## config.mk

```make
export PLATFORM = sky130hd
export DESIGN_NAME = cursor_nav
export DESIGN_NICKNAME = d
export VERILOG_FILES = /design/src/rtl/cursor_nav.sv
export SDC_FILE = /design/constraint.sdc
export NUM_CORES = 1
export LEC_CHECK = 0
export ABC_AREA = 1
export CAP_MARGIN = 10
export CORE_MARGIN = 2
export CORE_UTILIZATION = 62
export CTS_CLUSTER_DIAMETER = 30
export CTS_CLUSTER_SIZE = 16
export DETAILED_ROUTE_END_ITERATION = 10
export PLACE_DENSITY = 0.83
export SETUP_SLACK_MARGIN = 0.4
export SLEW_MARGIN = 25
export SYNTH_ARGS = -nofsm -noshare
export SYNTH_HDL_FRONTEND = slang
export SYNTH_HIERARCHICAL = 1
export SYNTH_SLANG_ARGS = --single-unit
```

## constraint.sdc

```tcl
create_clock -name clk_in -period 8.7 [get_ports clk_in]
set_input_delay 0.87 -clock clk_in [delete_from_list [all_inputs] [get_ports clk_in]]
set_output_delay 0.87 -clock clk_in [all_outputs]
set_load 0.02 [all_outputs]
```

## src/rtl/cursor_nav.sv

```systemverilog
// Purpose : maps debounced direction buttons and absolute mouse coordinates to
//           cursor and viewport moves. The board edge either wraps or clamps.
// Latency : a button sampled at edge t is seen as step_req after t and moves the cursor at t+1.
//           A mouse sample captured at edge t moves the cursor at t+1. moved_out follows one edge later.
// Backpr. : none. A large mouse jump drains one cell step per cycle, so no counts are lost.
// Ports   : clk_in/rst_in (sync, active-high); btn_{up,down,left,right}_in (level);
//           mouse_{x,y}_in (12b absolute); cursor_{x,y}_out, view_{x,y}_out (LOG_BOARD_SIZE b);
//           moved_out (pulse one cycle after any cursor register change).

// Typematic engine for one button: a step on press, a second step after
// DELAY_CYCLES, then one step every REPEAT_CYCLES while the button is held.
module cursor_nav_rpt #(
  parameter int unsigned DELAY_CYCLES  = 8,
  parameter int unsigned REPEAT_CYCLES = 4,
  parameter int unsigned CNT_W         = 4
) (
  input  logic clk_in,
  input  logic rst_in,
  input  logic btn_in,
  output logic step_req_out
);

  typedef enum logic [1:0] {
    S_IDLE,
    S_DELAY,
    S_REPEAT
  } state_t;

  localparam logic [CNT_W-1:0] DelayLast  = CNT_W'(DELAY_CYCLES - 1);
  localparam logic [CNT_W-1:0] RepeatLast = CNT_W'(REPEAT_CYCLES - 1);
  localparam logic [CNT_W-1:0] CntOne     = CNT_W'(1);

  state_t           state_q;
  logic [CNT_W-1:0] cnt_q;
  logic             step_q;

  always_ff @(posedge clk_in) begin
    if (rst_in) begin
      state_q <= S_IDLE;
      cnt_q   <= '0;
      step_q  <= 1'b0;
    end else begin
      step_q <= 1'b0;
      if (!btn_in) begin
        // A release ends the hold in every state and produces no step.
        state_q <= S_IDLE;
        cnt_q   <= '0;
      end else begin
        case (state_q)
          S_IDLE: begin
            step_q  <= 1'b1;
            state_q <= S_DELAY;
            cnt_q   <= '0;
          end
          S_DELAY: begin
            if (cnt_q == DelayLast) begin
              step_q  <= 1'b1;
              state_q <= S_REPEAT;
              cnt_q   <= '0;
            end else begin
              cnt_q <= cnt_q + CntOne;
            end
          end
          S_REPEAT: begin
            if (cnt_q == RepeatLast) begin
              step_q <= 1'b1;
              cnt_q  <= '0;
            end else begin
              cnt_q <= cnt_q + CntOne;
            end
          end
          default: begin
            state_q <= S_IDLE;
            cnt_q   <= '0;
          end
        endcase
      end
    end
  end

  assign step_req_out = step_q;

endmodule

module cursor_nav #(
  parameter int unsigned LOG_BOARD_SIZE = 8,
  parameter int unsigned VIEW_SIZE      = 64,
  parameter int unsigned DELAY_CYCLES   = 2**25,
  parameter int unsigned REPEAT_CYCLES  = 2**22,
  parameter int unsigned MOUSE_SENS     = 16,
  parameter bit          WRAP           = 1'b0
) (
  input  logic                      clk_in,
  input  logic                      rst_in,
  input  logic                      btn_up_in,
  input  logic                      btn_down_in,
  input  logic                      btn_left_in,
  input  logic                      btn_right_in,
  input  logic [11:0]               mouse_x_in,
  input  logic [11:0]               mouse_y_in,
  output logic [LOG_BOARD_SIZE-1:0] cursor_x_out,
  output logic [LOG_BOARD_SIZE-1:0] cursor_y_out,
  output logic [LOG_BOARD_SIZE-1:0] view_x_out,
  output logic [LOG_BOARD_SIZE-1:0] view_y_out,
  output logic                      moved_out
);

  localparam int unsigned Lw        = LOG_BOARD_SIZE;
  localparam int unsigned Lw1       = LOG_BOARD_SIZE + 1;
  localparam int unsigned BoardSize = 2**LOG_BOARD_SIZE;
  localparam int unsigned MaxCnt    = (DELAY_CYCLES > REPEAT_CYCLES) ? DELAY_CYCLES : REPEAT_CYCLES;
  localparam int unsigned CntW      = $clog2(MaxCnt + 1);

  localparam logic [Lw-1:0]  CursorRst = Lw'(BoardSize / 2);
  localparam logic [Lw-1:0]  ViewRst   = Lw'((BoardSize - VIEW_SIZE) / 2);
  localparam logic [Lw-1:0]  CellMax   = Lw'(BoardSize - 1);
  localparam logic [Lw-1:0]  CellOne   = Lw'(1);
  localparam logic [Lw1-1:0] ViewSz    = Lw1'(VIEW_SIZE);
  localparam logic [12:0]    Sens13    = 13'(MOUSE_SENS);
  localparam logic [11:0]    Sens12    = 12'(MOUSE_SENS);
  // A viewport covering the whole board never scrolls.
  localparam bit             FullView  = (VIEW_SIZE == BoardSize);

  // ---------------------------------------------------------------------------
  // Button repeat engines, index order: up, down, left, right
  // ---------------------------------------------------------------------------
  logic [3:0] btn_vec;
  logic [3:0] step_req;

  assign btn_vec = {btn_right_in, btn_left_in, btn_down_in, btn_up_in};

  for (genvar g = 0; g < 4; g++) begin : g_rpt
    cursor_nav_rpt #(
      .DELAY_CYCLES  (DELAY_CYCLES),
      .REPEAT_CYCLES (REPEAT_CYCLES),
      .CNT_W         (CntW)
    ) u_rpt (
      .clk_in       (clk_in),
      .rst_in       (rst_in),
      .btn_in       (btn_vec[g]),
      .step_req_out (step_req[g])
    );
  end

  // ---------------------------------------------------------------------------
  // Mouse path: one input register, then a per-axis step decision against the
  // last position already converted into cell steps.
  // ---------------------------------------------------------------------------
  logic [11:0] mouse_x_q, mouse_y_q;
  logic [11:0] last_x_q, last_y_q, last_x_d, last_y_d;
  logic [1:0]  mdir_x, mdir_y;   // bit0 = plus step, bit1 = minus step

  function automatic logic [1:0] mouse_dir(input logic [11:0] pos, input logic [11:0] last);
    logic signed [12:0] d;
    d = $signed({1'b0, pos}) - $signed({1'b0, last});
    mouse_dir = 2'b00;
    // Strict comparisons: a difference of exactly one sensitivity is kept as residual.
    if (d > $signed(Sens13)) begin
      mouse_dir = 2'b01;
    end else if (d < -$signed(Sens13)) begin
      mouse_dir = 2'b10;
    end
  endfunction

  always_comb begin
    mdir_x   = mouse_dir(mouse_x_q, last_x_q);
    mdir_y   = mouse_dir(mouse_y_q, last_y_q);
    last_x_d = last_x_q;
    last_y_d = last_y_q;
    // last advances even when the axis move is cancelled by a conflicting button.
    if (mdir_x[0]) begin
      last_x_d = last_x_q + Sens12;
    end else if (mdir_x[1]) begin
      last_x_d = last_x_q - Sens12;
    end
    if (mdir_y[0]) begin
      last_y_d = last_y_q + Sens12;
    end else if (mdir_y[1]) begin
      last_y_d = last_y_q - Sens12;
    end
  end

  // ---------------------------------------------------------------------------
  // Per-axis arbitration and cursor / viewport update
  // ---------------------------------------------------------------------------
  logic plus_x, minus_x, plus_y, minus_y;

  assign plus_x  = step_req[3] | mdir_x[0];
  assign minus_x = step_req[2] | mdir_x[1];
  assign plus_y  = step_req[1] | mdir_y[0];
  assign minus_y = step_req[0] | mdir_y[1];

  // Returns {next_cursor, next_view} for one axis.
  function automatic logic [2*Lw-1:0] axis_next(input logic [Lw-1:0] cur,
                                                input logic [Lw-1:0] view,
                                                input logic          plus,
                                                input logic          minus);
    logic [Lw-1:0] cur_n;
    logic [Lw-1:0] view_n;
    logic [Lw-1:0] off;
    cur_n  = cur;
    view_n = view;
    if (plus && !minus) begin
      if (WRAP || (cur != CellMax)) begin
        cur_n = cur + CellOne;
      end
    end else if (minus && !plus) begin
      if (WRAP || (cur != '0)) begin
        cur_n = cur - CellOne;
      end
    end
    // Offset of the new cursor inside the viewport, modulo the board. Because
    // the cursor only moves by one cell, leaving the window shows up as an
    // offset of exactly VIEW_SIZE (right/down) or all-ones (left/up).
    off = cur_n - view;
    if (!FullView && (cur_n != cur)) begin
      if (plus && ({1'b0, off} == ViewSz)) begin
        view_n = view + CellOne;
      end else if (minus && (off == CellMax)) begin
        view_n = view - CellOne;
      end
    end
    return {cur_n, view_n};
  endfunction

  logic [Lw-1:0] cursor_x_q, cursor_y_q, cursor_x_d, cursor_y_d;
  logic [Lw-1:0] view_x_q, view_y_q, view_x_d, view_y_d;
  logic          chg_q;
  logic          moved_q;

  always_comb begin
    {cursor_x_d, view_x_d} = axis_next(cursor_x_q, view_x_q, plus_x, minus_x);
    {cursor_y_d, view_y_d} = axis_next(cursor_y_q, view_y_q, plus_y, minus_y);
  end

  always_ff @(posedge clk_in) begin
    if (rst_in) begin
      cursor_x_q <= CursorRst;
      cursor_y_q <= CursorRst;
      view_x_q   <= ViewRst;
      view_y_q   <= ViewRst;
      // Seeding last with the live position avoids a jump when reset releases.
      mouse_x_q  <= mouse_x_in;
      mouse_y_q  <= mouse_y_in;
      last_x_q   <= mouse_x_in;
      last_y_q   <= mouse_y_in;
      chg_q      <= 1'b0;
      moved_q    <= 1'b0;
    end else begin
      cursor_x_q <= cursor_x_d;
      cursor_y_q <= cursor_y_d;
      view_x_q   <= view_x_d;
      view_y_q   <= view_y_d;
      mouse_x_q  <= mouse_x_in;
      mouse_y_q  <= mouse_y_in;
      last_x_q   <= last_x_d;
      last_y_q   <= last_y_d;
      // chg_q marks the edge the cursor register changed; moved_q is its
      // one-cycle-later copy seen by the renderer.
      chg_q      <= (cursor_x_d != cursor_x_q) || (cursor_y_d != cursor_y_q);
      moved_q    <= chg_q;
    end
  end

  assign cursor_x_out = cursor_x_q;
  assign cursor_y_out = cursor_y_q;
  assign view_x_out   = view_x_q;
  assign view_y_out   = view_y_q;
  assign moved_out    = moved_q;

endmodule

```

Word level (Yosys, flattened, before mapping)
Index checks and enable logic that the tools add are counted.
- divide/modulo/power cells: 0
- shifts and indexed selects: 0
- mux-type cells: 54
- reductions and logical operators: 33
- multiply operators: 0
- $lt $le $gt $ge: 4
- $add $sub $neg: 20
- eq/ne operators: 28
- bitwise logic cells: 12
- operators with widths (cell ; count):
    $mux 26 ; 8
    $pmux 26 s2 ; 4
    $add 26x1->26 const B ; 4
    $eq 26x22->1 const B ; 4
    $eq 26x25->1 const B ; 4
    $mux 8 ; 12
    $mux 12 ; 6
    $add 8x1->8 const B ; 4
    $sub 8x1->8 const B ; 4
    $gt 13x6->1 const B ; 2
    $lt 13x5->1 const B ; 2
    $sub 12x12->13 ; 2
    $add 12x5->12 const B ; 2
    $pmux 2 s3 ; 4
    $sub 12x5->12 const B ; 2
    $eq 8x7->1 const B ; 2
    $eq 8x8->1 const B ; 2
    $mux 2 ; 8
    $ne 8x8->1 ; 2
    $ne 8x8->1 const B ; 2
    $reduce_bool 8->1 ; 2
    $sub 8x8->8 ; 2
    $pmux 1 s3 ; 4
    $reduce_and 2->1 ; 6
    13 further kinds ; 57
- bits of input ports: 30
- bits in read-only memories: 0
- memories kept: 0
- logic and storage cells: 173
- output and inout bits: 33
- bits in registers: 198
- bits in latches: 0
- RAM bits: 0

Longest topological paths before layout
- depth after elaboration: 14
- mapped depth: 51
- depth with buffers taken out: 50

By module
Netlist, hierarchy kept.
- by module, submodules not included (module ; area an instance (µm²) ; times used ; cells each):
    cursor_nav ; 7044.3 ; 1 ; 1027
    cursor_nav_rpt at g_rpt[0].u_rpt ... ; 1522.7 ; 3 ; 218
    cursor_nav_rpt at g_rpt[3].u_rpt ; 1529.0 ; 1 ; 215

Least setup slack after synthesis
OpenSTA, ideal clock, no wires.
- kind: flip-flop to flip-flop
- from: register last_x_q[0]
- to: register view_x_q[7] (netlist: view_x_out[7])
- required time: 8587 ps
- path slack: 2674 ps
- period minus slack after synthesis: 6026 ps
- cell stages (with the launch flop): 38
- arrival time: 5912 ps
- path through: edfxtp_1 -> ha_1 -> fa_1 -> inv_1 -> nand2_1 -> nand2_1 -> nand2_1 -> xor2_1 -> nand3_1 -> nor3_1 -> nand2_1 -> nand2_2 -> nand2_1 -> nand2_1 -> inv_1 -> nand2_1 -> nand2_1 -> xor2_1 -> (+2 left out) -> o21ai_0 -> xor2_1 -> or4_1 -> nor4_1 -> nand3_4 -> ha_1 -> a21oi_1 -> nand2_1 -> a21oi_1 -> nor2_1 -> o21ai_0 -> nand2_1 -> a21oi_1 -> inv_1 -> nand4_1 -> nand2_1 -> a21oi_2 -> nor2_1
- word-level cells in the longest chain between the ends: 13
- elaborated cells between the ends (all ways): 22
- classes of those cells: 2 x add/sub; 2 x order compare; 3 x eq/ne; 5 x mux; 2 x bitwise; 8 x reduce/logical
- RTL lines (what ; RTL line ; RTL):
    from (decl) ; 150 ; logic [11:0] last_x_q, last_y_q, last_x_d, last_y_d;
    from (signal assigned) ; 245 ; last_x_q <= mouse_x_in;
    from (signal assigned) ; 256 ; last_x_q <= last_x_d;
    $sub 12x12->13 * ; 155 ; d = $signed({1'b0, pos}) - $signed({1'b0, last});
    $lt 13x5->1 / $gt 13x6->1 (equally long branches) ; 160, 158 ;
    $mux 2, on equally long branches ; 160, 158 ;
    $mux 2 * ; 158 ; if (d > $signed(Sens13)) begin
    $or 1x1->1 / $logic_not 1->1 (equally long branches) ; 189, 207 ;
    $logic_and 1x1->1 / $logic_not 1->1 (equally long branches) ; 207, 203 ;
    $mux 8 / $logic_and 1x1->1 (equally long branches) ; 207, 203 ;
    $mux 8 ; 203 ; if (plus && !minus) begin
    $sub 8x8->8 ; 215 ; off = cur_n - view;
    $eq 8x7->1 / $eq 8x8->1 (equally long branches) ; 217, 219 ;
    $logic_and 1x1->1, on equally long branches ; 217, 219 ;
    $reduce_bool 2->1 (no line) ; - ;
    $reduce_and 2->1 (no line) ; - ;
    to (signal assigned) ; 240 ; view_x_q <= ViewRst;
    to (signal assigned) ; 252 ; view_x_q <= view_x_d;
    to (decl) ; 227 ; logic [Lw-1:0] view_x_q, view_y_q, view_x_d, view_y_d;
Mark *: on every way between the ends. The rest lies on a longest branch, timed or not.
A chain may end at the register's enable or synchronous reset.

Worst setup path in the final report
Ends and elaborated chain as after synthesis.

==> results.cfg <==
[grt]
grt_pass1_wl_mm = 47.9
antenna_found_initial = 0
grt.overflow.total = 0
grt_start_max_net_pins = 62
grt_util_met1 = 0.332
met3_usage = 0.0491
gr-usage-met2 = 0.442
grt_util_all_layers = 0.257
grt_pass1_vias = 11100
busiest_layer = met2

[sta]
max_slew_margin = 0.363
hold_viol = 0
fin_crit_ns = 6.95
worst_pin_slew_ns = 0.949
max_freq_ghz = 0.144
rsz0062_at_grt = no
fin_skew_ns = 0.0105
setup_slack_ns = 1.75
min_period_over_period = 0.799
finalMaxSlewViolations = 0
setup_viol = 0
finalSetupTns_ns = 0

[synth]
yosysSeqAreaShare = 0.320
synthFlopType = dfxtp_1
synth_edf_count = 24
yosysTopAreaCell = dfxtp_1
yosysUniqueCellTypes = 48
synth-seq-cells = 198
postSynthAreaPerCell_um2 = 6.93
syn_inst = 1896
ys_warn_count = 6
synth_nets = 2025
async_flop_share = 0
yosys.cell_count.top_type = nand2_1
yosys-top-cells-area = dfxtp_1 (27%), nand2_1 (12%), nor2_1 (10%)
synth_top_cell_area_share = 0.265
netlist_area_um2 = 13100
yosys-top-cells-count = nand2_1 (433), nor2_1 (360), inv_1 (278)

[routing]
drt_wl_total_mm = 27.8
wl_per_cell_um = 12.4
vias_per_cell = 5.22
routed-via-count = 11700
drtAntennaViolNets = 0
drt_iter0_markers = 630
firstDrtPassIters = 5
drc = 0

[job]
maxCapViolCount = 0

[worst_setup_path]
crit_family = simple AND/OR/NAND/NOR gates
cp_max_fo = 10
max_stage_delay_ns = 0.51
cp_common_cell = nand2_1
crit_arrival_ns = 7.29
start_kind = flip-flop
crit_buf_inv = 3
rr_worst_depth = 39
slowest_stage = or4_1
path_depth = 39
critPathKind = flip-flop to flip-flop
end_kind = flip-flop
worstPathRequired_ns = 9.03
rrSetupSlack_ns = 1.75

[final_layout]
antenna_cells = 0
layout-drive-gt1-share = 0.0589
nFillCells = 1763
area_delta_synth_final_pct = 10.7
fin_nets = 2087

[clock_tree]
cts_num_sinks = 198
cts_buffers = 17
post_cts_buffers = 0
tritoncts = yes
insertion_delay_ns = 0.43
post_cts_resized = 0
root_buffer = clkbuf_16
clk_pin_slew_ns = 0.08
cts-htree-levels = 4
postCtsHoldBufs = 0
ctsLongestPathBuffers = 2

[power]
p_leak_nw = 6.36
vdd_drop_max_v = 0.000159
p_total_mw = 4.17
powerDensity_nw_per_um2 = 287

[floorplanning]
chipHeight_um = 150
io_pins = 63
core_region_area_um2 = 20900
initial_core_util = 0.629
rows = 53
die_w_um = 150
die-area_um2 = 22400

[hold_path]
worstHoldPathCells = 2
holdCritPathClass = flip-flop to flip-flop

[place]
place_ws_ns = 1.99
place_congestion = 0.917
post-dp-hpwl_mm = 21.0
io_buffers = 62

[outcome]
status = completed
## worst min-delay path, stage by stage, from the launching register on
cell	delay (ns)
dfxtp_1	0.30
inv_1	0.04
nor2_1	0.03
## per-stage QoR
stage | hold slack (ns) | utilization | cell area, µm² | std cells
after floorplan | 0.388 | - | 13100 | 1896
after global placement | 0.397 | 0.669 | 14000 | 2214
after detailed placement | 0.398 | 0.669 | 14000 | 2214
after CTS | 0.411 | 0.696 | 14500 | 2246
after global routing | 0.447 | 0.696 | 14500 | 2246
final | 0.408 | 0.696 | 14500 | 2246
## area by class of cell
class	instances	area [µm²]	area share
timing repair buffer	63	623	0.0428
tap	275	344	0.0236
clock buffer	17	425	0.0292
multi-input combinational	1395	7730	0.531
inverter	283	1060	0.0730
clock inverter	15	158	0.0108
sequential	198	4200	0.289
## final timing paths
| check | start | endpoint |
|---|---|---|
| max | last_x_q[0]$_DFFE_PP_ | view_x_out[7]$_SDFFE_PP0P_ |
| min | chg_q$_SDFF_PP0_ | moved_out$_SDFF_PP0_ |
| min reg2reg | chg_q$_SDFF_PP0_ | moved_out$_SDFF_PP0_ |
| max reg2reg | last_x_q[0]$_DFFE_PP_ | view_x_out[7]$_SDFFE_PP0P_ |
## metal layers
| metal | vias to the layer above | wire length [µm] |
|---|---|---|
| met5 | - | 0 |
| met3 | 35 | 1530 |
| met2 | 251 | 12900 |
| met4 | 0 | 375 |
| met1 | 5385 | 13000 |
| li1 | 6058 | - |
## sequential cells by signal (all words and copies together), names as in the netlist
signal	count
mouse_x_q	12
g_rpt.u_rpt/state_q	8
cursor_x_out	8
last_x_q	12
cursor_y_out	8
g_rpt.u_rpt/cnt_q	104
view_x_out	8
chg_q	1
g_rpt.u_rpt/step_req_out	4
last_y_q	12
mouse_y_q	12
moved_out	1
view_y_out	8
## layout by cell type (no fill, tap or decap), drive strengths merged, types with 8 or more instances in the layout
master         instances
nand3b                 8
a22oi                  9
xor2                 100
nand4                 27
nor3                  23
xnor2                 26
nand2                476
nor2                 373
dfxtp                174
inv                  294
o21ai                 42
edfxtp                24
nand3                116
fa                     8
clkdlybuf4s50         61
clkbuf                17
ha                    91
a21oi                 51
## power breakdown
group,switching [mW],total (mW),internal (mW)
Combinational,1.39,2.24,0.841
Sequential,0.0960,1.14,1.04
Clock,0.384,0.794,0.410
## kinds of logic after synthesis
logic type | after synthesis | synth area share
buffers and inverters | 303 | 0.0917
XOR/XNOR | 126 | 0.0840
AO/OA/AOI/OAI | 135 | 0.0631
adder cells (fa/ha/maj) | 99 | 0.0988
flip-flops | 198 | 0.320
AND/OR/NAND/NOR | 1035 | 0.342
Note: power is estimated with default switching activity, not from simulation.
